[config.mk]
export PLATFORM = sky130hd
export DESIGN_NAME = mac_accum
export DESIGN_NICKNAME = d
export VERILOG_FILES = /design/src/rtl/mac_accum.sv
export SDC_FILE = /design/constraint.sdc
export NUM_CORES = 1
export LEC_CHECK = 0
export CAP_MARGIN = 20
export CORE_UTILIZATION = 40
export CTS_CLUSTER_SIZE = 28
export DETAILED_ROUTE_END_ITERATION = 10
export PLACE_DENSITY = 0.64
export SYNTH_ARGS = -nofsm -noshare
export SYNTH_HDL_FRONTEND = slang
export SYNTH_SLANG_ARGS = --single-unit
[constraint.sdc]
create_clock -name clk -period 7.5 [get_ports clk]
set_input_delay 1.5 -clock clk [delete_from_list [all_inputs] [get_ports clk]]
set_output_delay 1.5 -clock clk [all_outputs]
set_load 0.005 [all_outputs]
[src/rtl/mac_accum.sv]
// Pipelined fixed-point multiply-accumulate: registered product, then saturating
// accumulation over LEN-term windows with one result pulse per window.
module mac_accum #(
  parameter int DATA_W = 16,
  parameter int FRAC_W = 8,
  parameter int ACC_W  = 24,
  parameter int LEN    = 9,
  parameter int SIGNED = 1
) (
  input  logic              clk,
  input  logic              reset,
  input  logic              clear,
  input  logic              in_valid,
  input  logic [DATA_W-1:0] pixel,
  input  logic [DATA_W-1:0] weight,
  output logic [DATA_W-1:0] result,
  output logic              out_valid,
  output logic              sat,
  output logic              busy
);

  localparam int PW    = 2 * DATA_W;
  localparam int EW    = ((PW > ACC_W) ? PW : ACC_W) + 2;
  localparam int CNT_W = (LEN > 1) ? $clog2(LEN) : 1;
  localparam logic [CNT_W-1:0] LAST = CNT_W'(LEN - 1);

  localparam logic signed [EW-1:0] ACC_MAX = (SIGNED != 0) ?
    (EW'(1) <<< (ACC_W - 1)) - EW'(1) : (EW'(1) <<< ACC_W) - EW'(1);
  localparam logic signed [EW-1:0] ACC_MIN = (SIGNED != 0) ?
    -(EW'(1) <<< (ACC_W - 1)) : EW'(0);
  localparam logic signed [EW-1:0] RES_MAX = (SIGNED != 0) ?
    (EW'(1) <<< (DATA_W - 1)) - EW'(1) : (EW'(1) <<< DATA_W) - EW'(1);
  localparam logic signed [EW-1:0] RES_MIN = (SIGNED != 0) ?
    -(EW'(1) <<< (DATA_W - 1)) : EW'(0);

  logic [CNT_W-1:0] cnt;
  logic [PW-1:0]    product;
  logic             p_valid;
  logic             p_first;
  logic             p_last;
  logic [ACC_W-1:0] acc;
  logic             wflag;

  logic [PW-1:0] pixel_x, weight_x, prod_c;

  // Operands are widened to the full product width first, so one unsigned
  // multiply gives the correct low PW bits for both signed and unsigned modes.
  always_comb begin
    pixel_x  = {{DATA_W{(SIGNED != 0) & pixel[DATA_W-1]}}, pixel};
    weight_x = {{DATA_W{(SIGNED != 0) & weight[DATA_W-1]}}, weight};
    prod_c   = pixel_x * weight_x;
  end

  always_ff @(posedge clk or negedge reset) begin
    if (!reset) begin
      cnt     <= '0;
      product <= '0;
      p_valid <= 1'b0;
      p_first <= 1'b0;
      p_last  <= 1'b0;
    end else if (clear) begin
      cnt     <= '0;
      p_valid <= 1'b0;
    end else begin
      p_valid <= in_valid;
      if (in_valid) begin
        product <= prod_c;
        p_first <= (cnt == '0);
        p_last  <= (cnt == LAST);
        cnt     <= (cnt == LAST) ? '0 : cnt + 1'b1;
      end
    end
  end

  logic signed [EW-1:0] prod_e, term_raw, term_s, acc_e, sum, acc_sat, res_sat;
  logic                 term_clip, acc_clip, res_clip, flag_next;
  logic [ACC_W-1:0]     acc_next;

  // All clamping happens in a signed domain two bits wider than any operand,
  // so intermediate sums can never wrap before being compared.
  always_comb begin
    prod_e   = {{(EW-PW){(SIGNED != 0) & product[PW-1]}}, product};
    term_raw = prod_e >>> FRAC_W;
    term_s   = term_raw;
    term_clip = 1'b0;
    if (term_raw > ACC_MAX) begin
      term_s    = ACC_MAX;
      term_clip = 1'b1;
    end else if (term_raw < ACC_MIN) begin
      term_s    = ACC_MIN;
      term_clip = 1'b1;
    end

    acc_e = {{(EW-ACC_W){(SIGNED != 0) & acc[ACC_W-1]}}, acc};
    sum   = p_first ? term_s : acc_e + term_s;
    acc_sat  = sum;
    acc_clip = 1'b0;
    if (sum > ACC_MAX) begin
      acc_sat  = ACC_MAX;
      acc_clip = 1'b1;
    end else if (sum < ACC_MIN) begin
      acc_sat  = ACC_MIN;
      acc_clip = 1'b1;
    end
    acc_next  = acc_sat[ACC_W-1:0];
    flag_next = (p_first ? 1'b0 : wflag) | term_clip | acc_clip;

    res_sat  = acc_sat;
    res_clip = 1'b0;
    if (acc_sat > RES_MAX) begin
      res_sat  = RES_MAX;
      res_clip = 1'b1;
    end else if (acc_sat < RES_MIN) begin
      res_sat  = RES_MIN;
      res_clip = 1'b1;
    end
  end

  always_ff @(posedge clk or negedge reset) begin
    if (!reset) begin
      acc       <= '0;
      wflag     <= 1'b0;
      result    <= '0;
      sat       <= 1'b0;
      out_valid <= 1'b0;
    end else if (clear) begin
      acc       <= '0;
      wflag     <= 1'b0;
      out_valid <= 1'b0;
    end else begin
      out_valid <= 1'b0;
      if (p_valid) begin
        acc   <= acc_next;
        wflag <= flag_next;
        if (p_last) begin
          result    <= res_sat[DATA_W-1:0];
          sat       <= flag_next | res_clip;
          out_valid <= 1'b1;
        end
      end
    end
  end

  assign busy = (cnt != '0) | p_valid;

endmodule

* Word level (Yosys, flattened, before mapping)
Index checks and enable logic that the tools add are counted.
** Word-level totals
- Bits in registers :: 82
- Bits of input ports :: 36
- Output and inout port bits :: 19
- Word-level logic and storage cells :: 56
** Cells by class
- Add/subtract/negate cells :: 2
- Multipliers :: 1
- Magnitude comparators :: 6
- Equal/unequal tests :: 1
- Mux-type cells :: 25
- Bitwise logic cells :: 5
- Reductions and logical operators :: 6
** Operators with widths (number)
- $mux 34 :: 5
- $mux 24 :: 2
- $add 24x34->34 :: 1
- $gt 34x16->1 const B :: 1
- $gt 34x24->1 const B :: 1
- $lt 34x16->1 const B :: 1
- $lt 34x24->1 const B :: 1
- $mul 16x16->32 :: 1
- $mux 16 :: 2
- $gt 24x24->1 const B :: 1
- $lt 24x24->1 const B :: 1
- $mux 1 :: 13
- $mux 4 :: 3
- $add 4x1->4 const B :: 1
- $eq 4x4->1 const B :: 1
- $logic_not 4->1 :: 1
- $or 1x1->1 :: 4
- $reduce_bool 2->1 :: 2
- $reduce_bool 4->1 :: 1
- $reduce_and 3->1 :: 1
- $reduce_and 2->1 :: 1
- $not 1->1 :: 1

* Depth between registers and ports, before layout
- Depth after elaboration :: 12
- Mapped depth :: 23
- Gate-level depth less buffers :: 22

* Worst setup path after synthesis
OpenSTA, ideal clock, no wires.
- Kind :: input to register
- From :: input port weight[6]
- To :: register product[30]
- Setup time :: 0.069 ns
- Arrival :: 7.284 ns
- Data required time :: 7.431 ns
- Slack :: 0.148 ns
- Cell stages on the path :: 23
- Path buffers :: 1
- Cells stage by stage :: clkbuf_1 > nand2_1 > fa_1 > inv_1 > fa_1 > inv_1 > fa_1 > inv_1 > fa_1 > inv_1 > fa_1 > inv_1 > fa_1 > ha_1 > and2_1 > a221oi_1 > o21ai_0 > o21ba_2 > a21oi_1 > o41ai_2 > a211oi_1 > or4_1 > nand3_1
** Between the ends
- Cells in the longest elaborated chain, start to end :: 1
** RTL lines
- from (decl) :: line 15 : input logic [DATA_W-1:0] weight,
- $mul 16x16->32 :: line 51 : prod_c = pixel_x * weight_x;
- to (signal assigned) :: line 67 : product <= prod_c;
- to (decl) :: line 37 : logic [PW-1:0] product;
No other way between the ends.
A chain may end at the register's enable or synchronous reset.

* Final worst setup path
- From :: input port weight[12]
- To :: register product[30]
The elaborated chain is that of the path after synthesis.

==> impl_metrics.sql <==
INSERT INTO impl_metrics (metric_group, metric, value, unit) VALUES
('setup_path', 'critical_path.reg2reg.endpoint', 'result[8]', ''),
('clock_network', 'ctsHtreeMaxLevel', '3', ''),
('place', 'dp_hpwl', '29.3', 'mm'),
('setup_path', 'path_max_fanout', '10', ''),
('grt', 'grt_pass1_wl', '58.7', 'mm'),
('drt', 'drt_first_iter_violations', '669', ''),
('synthesis', 'synthArstFlopShare', '100', '%'),
('finish', 'layout.cells.most_common_list', 'sky130_fd_sc_hd__inv_1, sky130_fd_sc_hd__fa_1, sky130_fd_sc_hd__nand2_1', ''),
('finish', 'final_layout_size_suffix_gt1_share', '12.2', '%'),
('setup_path', 'required_time_of_the_critical_path', '7780', 'ps'),
('setup_path', 'crit_path_start', 'weight[12]', ''),
('synthesis', 'dominantRegCellSynth', 'sky130_fd_sc_hd__dfrtp_1', ''),
('sta', 'fmax', '136', 'MHz'),
('finish', 'area_growth', '15.2', '%'),
('drt', 'detail_route.wl_per_cell', '15.7', 'um'),
('setup_path', 'worstPathArrival', '7630', 'ps'),
('run_status', 'violations', 'DRC', ''),
('setup_path', 'worst_path_max_delay_cell', 'sky130_fd_sc_hd__fa_1', ''),
('setup_path', 'r2r.worst_path.cells', '17', ''),
('setup_path', 'cp_num_buf_inv', '2', ''),
('drt', 'drcViolationCount', '2', ''),
('setup_path', 'timing.critical_path.depth', '18', ''),
('drt', 'route.detailed.vias_per_inst', '5.14', ''),
('setup_path', 'cpPeakStageDelay', '580', 'ps'),
('drt', 'firstDrtPassIters', '8', ''),
('synthesis', 'synth-adder-area-share', '45.0', '%'),
('floorplanning', 'fp.dieArea', '0.0373', 'mm2'),
('synthesis', 'synth.distinct_cells', '84', ''),
('setup_path', 'critPathTopFamily', 'adder cells', ''),
('sta', 'finalSetupViolations', '0', ''),
('sta', 'final.min_clock_period', '7350', 'ps'),
('place', 'buffer_ports.inserted', '54', ''),
('synthesis', 'post_synth_and_or_nand_nor_area_fraction', '16.8', '%'),
('clock_network', 'clkSlewWorstSetupHoldPaths', '60', 'ps'),
('grt', 'antenna_found_initial', '0', ''),
('clock_network', 'cts_max_path_buffers', '2', ''),
('synthesis', 'synth_compound_area_share', '12.3', '%'),
('sta', 'grt_setup_unrepaired', 'yes', ''),
('drt', 'count_of_antenna_violating_nets_left_after_detailed_routing', '0', ''),
('setup_path', 'crit_path_end_kind', 'register', ''),
('floorplanning', 'initial_standard_cell_utilization_of_the_core', '40.9', '%'),
('synthesis', 'post_synth_mux_area_share', '0.274', '%'),
('synthesis', 'synth_nets', '2051', ''),
('sta', 'finalHoldViolCount', '0', ''),
('finish', 'finish.net_count', '2165', ''),
('setup_path', 'path_cells', 'clkdlybuf4s50_1 > buf_4 > and2_1 > fa_1 > fa_1 > fa_1 > fa_1 > fa_1 > fa_1 > ha_1 > o21a_1 > o21ai_1 > o21ba_2 > a21oi_4 > o41ai_4 > a211oi_2 > or4_1 > nand3_1', ''),
('clock_network', 'clock-root-buffer', 'sky130_fd_sc_hd__clkbuf_16', ''),
('grt', 'first_global_vias', '11500', ''),
('run_status', 'outcome', 'complete, but fails checks', ''),
('synthesis', 'ys_seq_area_share', '12.7', '%'),
('sta', 'slew_viol_final', '0', ''),
('setup_path', 'critPathLaunchType', 'input port', ''),
('setup_path', 'worst-r2r-setup-slack', '1870', 'ps'),
('grt', 'grt_overflow', '0', ''),
('sta', 'worst_slew_pin_tran', '975', 'ps'),
('sta', 'worst_hold_slack', '494', 'ps'),
('hold_path', 'hold_path.class', 'reg2reg', ''),
('synthesis', 'mappedNetlistArea', '0.0146', 'mm2'),
('synthesis', 'register_bit_count_reported_by_yosys', '74', ''),
('drt', 'detail_route.wirelength', '35.0', 'mm'),
('setup_path', 'crit_path_end', 'product[30]', ''),
('setup_path', 'cpMostUsedCell', 'sky130_fd_sc_hd__fa_1', ''),
('clock_network', 'clk_latency', '350', 'ps'),
('synthesis', 'number_of_warnings_printed_during_yosys_synthesis', '0', ''),
('clock_network', 'hold_buffers', '0', ''),
('setup_path', 'timing.rr.start', 'product[8]', ''),
('synthesis', 'synth_edf_count', '0', ''),
('sta', 'clock_skew', '11.2', 'ps'),
('grt', 'grt_use_total', '19.6', '%'),
('clock_network', 'cts.sinks', '74', ''),
('floorplanning', 'core_region_area', '0.0357', 'mm2');
-- metrics by stage --
step                      std cells  setup TNS, ps  setup slack [ps]  cell area, um2  utilization, %
final                          2226              0               150           16800            47.1
after global routing           2226           -148             -62.8           16800            47.1
after CTS                      2226          -13.2             -13.2           16700            46.8
after detailed placement       2211          -3740              -457           16400            45.9
after global placement         2211          -2750              -356           16400            45.9
after floorplan                1647              0               148           14600               -
-- worst min-delay path by stage --
stage | startpoint | end | slack (ps) | cells after the start
5_1_grt | wflag | wflag | 550 | 2
3_5_place_dp | p_last | p_last | 480 | 2
6_report | p_last | p_last | 490 | 2
2_1_floorplan | p_last | p_last | 450 | 2
3_3_place_gp | p_last | p_last | 470 | 2
4_1_cts | p_last | p_last | 500 | 2
-- logic make-up (layout without fill, tap and decap cells) --
logic type               Yosys count  after routing
XOR/XNOR                          39             39
buffers and inverters            395            513
multiplexers                       4              4
AND/OR/NAND/NOR                  502            502
AO/OA/AOI/OAI                    265            265
adder cells (fa/ha/maj)          368            368
flip-flops                        74             74
-- Yosys cell counts, types with 4 or more instances --
master / instances / share of area (%)
sky130_fd_sc_hd__dfrtp_1: 74 / 13
sky130_fd_sc_hd__nand2_1: 222 / 5.7
sky130_fd_sc_hd__nand2b_1: 16 / 0.69
sky130_fd_sc_hd__xnor2_1: 29 / 1.7
sky130_fd_sc_hd__nor2_1: 74 / 1.9
sky130_fd_sc_hd__nand4_1: 9 / 0.39
sky130_fd_sc_hd__o2111a_1: 4 / 0.31
sky130_fd_sc_hd__a211oi_1: 23 / 1.2
sky130_fd_sc_hd__o31ai_1: 8 / 0.41
sky130_fd_sc_hd__xor2_1: 10 / 0.60
sky130_fd_sc_hd__a21o_1: 14 / 0.72
sky130_fd_sc_hd__fa_1: 262 / 36
sky130_fd_sc_hd__a21oi_1: 53 / 1.8
sky130_fd_sc_hd__and2_1: 99 / 4.2
sky130_fd_sc_hd__buf_1: 4 / 0.10
sky130_fd_sc_hd__o22ai_1: 16 / 0.69
sky130_fd_sc_hd__buf_6: 5 / 0.39
sky130_fd_sc_hd__nand3_1: 19 / 0.65
sky130_fd_sc_hd__o21ai_0: 76 / 2.6
sky130_fd_sc_hd__or3_1: 7 / 0.30
sky130_fd_sc_hd__inv_1: 302 / 7.8
sky130_fd_sc_hd__and3_1: 7 / 0.30
sky130_fd_sc_hd__clkbuf_1: 77 / 2.0
sky130_fd_sc_hd__a311oi_1: 9 / 0.54
sky130_fd_sc_hd__o21bai_1: 5 / 0.26
sky130_fd_sc_hd__o21a_1: 5 / 0.26
sky130_fd_sc_hd__o21ai_1: 4 / 0.14
sky130_fd_sc_hd__mux2i_1: 4 / 0.27
sky130_fd_sc_hd__ha_1: 106 / 9.1
sky130_fd_sc_hd__nor3_1: 17 / 0.58
sky130_fd_sc_hd__o211ai_1: 4 / 0.21
-- repair_timing --
action	in CTS	in global routing
endpoints found under the setup margin	5	11
resized for setup	4	33
pin swaps	0	4
-- cell type report --
class / count / area [um2]
clock buffer: 11 / 243
clock inverter: 4 / 51.3
fill: 3462 / 18900
inverter: 302 / 1130
multi-input combinational: 1178 / 11300
sequential: 74 / 1850
tap: 461 / 577
timing repair buffer: 196 / 1680
-- metal layers --
metal | vias up | global-route usage [%] | routed length [um]
met4 | 0 | 3.16 | 238
met1 | 5727 | 29.1 | 17100
li1 | 5430 | - | -
met2 | 255 | 31.7 | 16100
met5 | - | 0 | 0
met3 | 21 | 1.65 | 1550
-- worst reg2reg max path, delay by kind of cell, from the launching register on --
family	cells	cell delay (ps)
adders and majority gates	3	1080
DFF	1	400
buffers and inverters	1	370
AOI/OAI and AO/OA	8	2100
and+or+nand+nor	5	1510
-- flip-flops by register name, summed over array words and instances, names as in the netlist --
name,cells
p_last,1
out_valid,1
cnt,4
acc,24
result,16
p_first,1
wflag,1
product,24
p_valid,1
sat,1
Power is left out: the tool's default activity adds up to more than one toggle a clock period on the data nets, which glitch-free logic cannot reach.
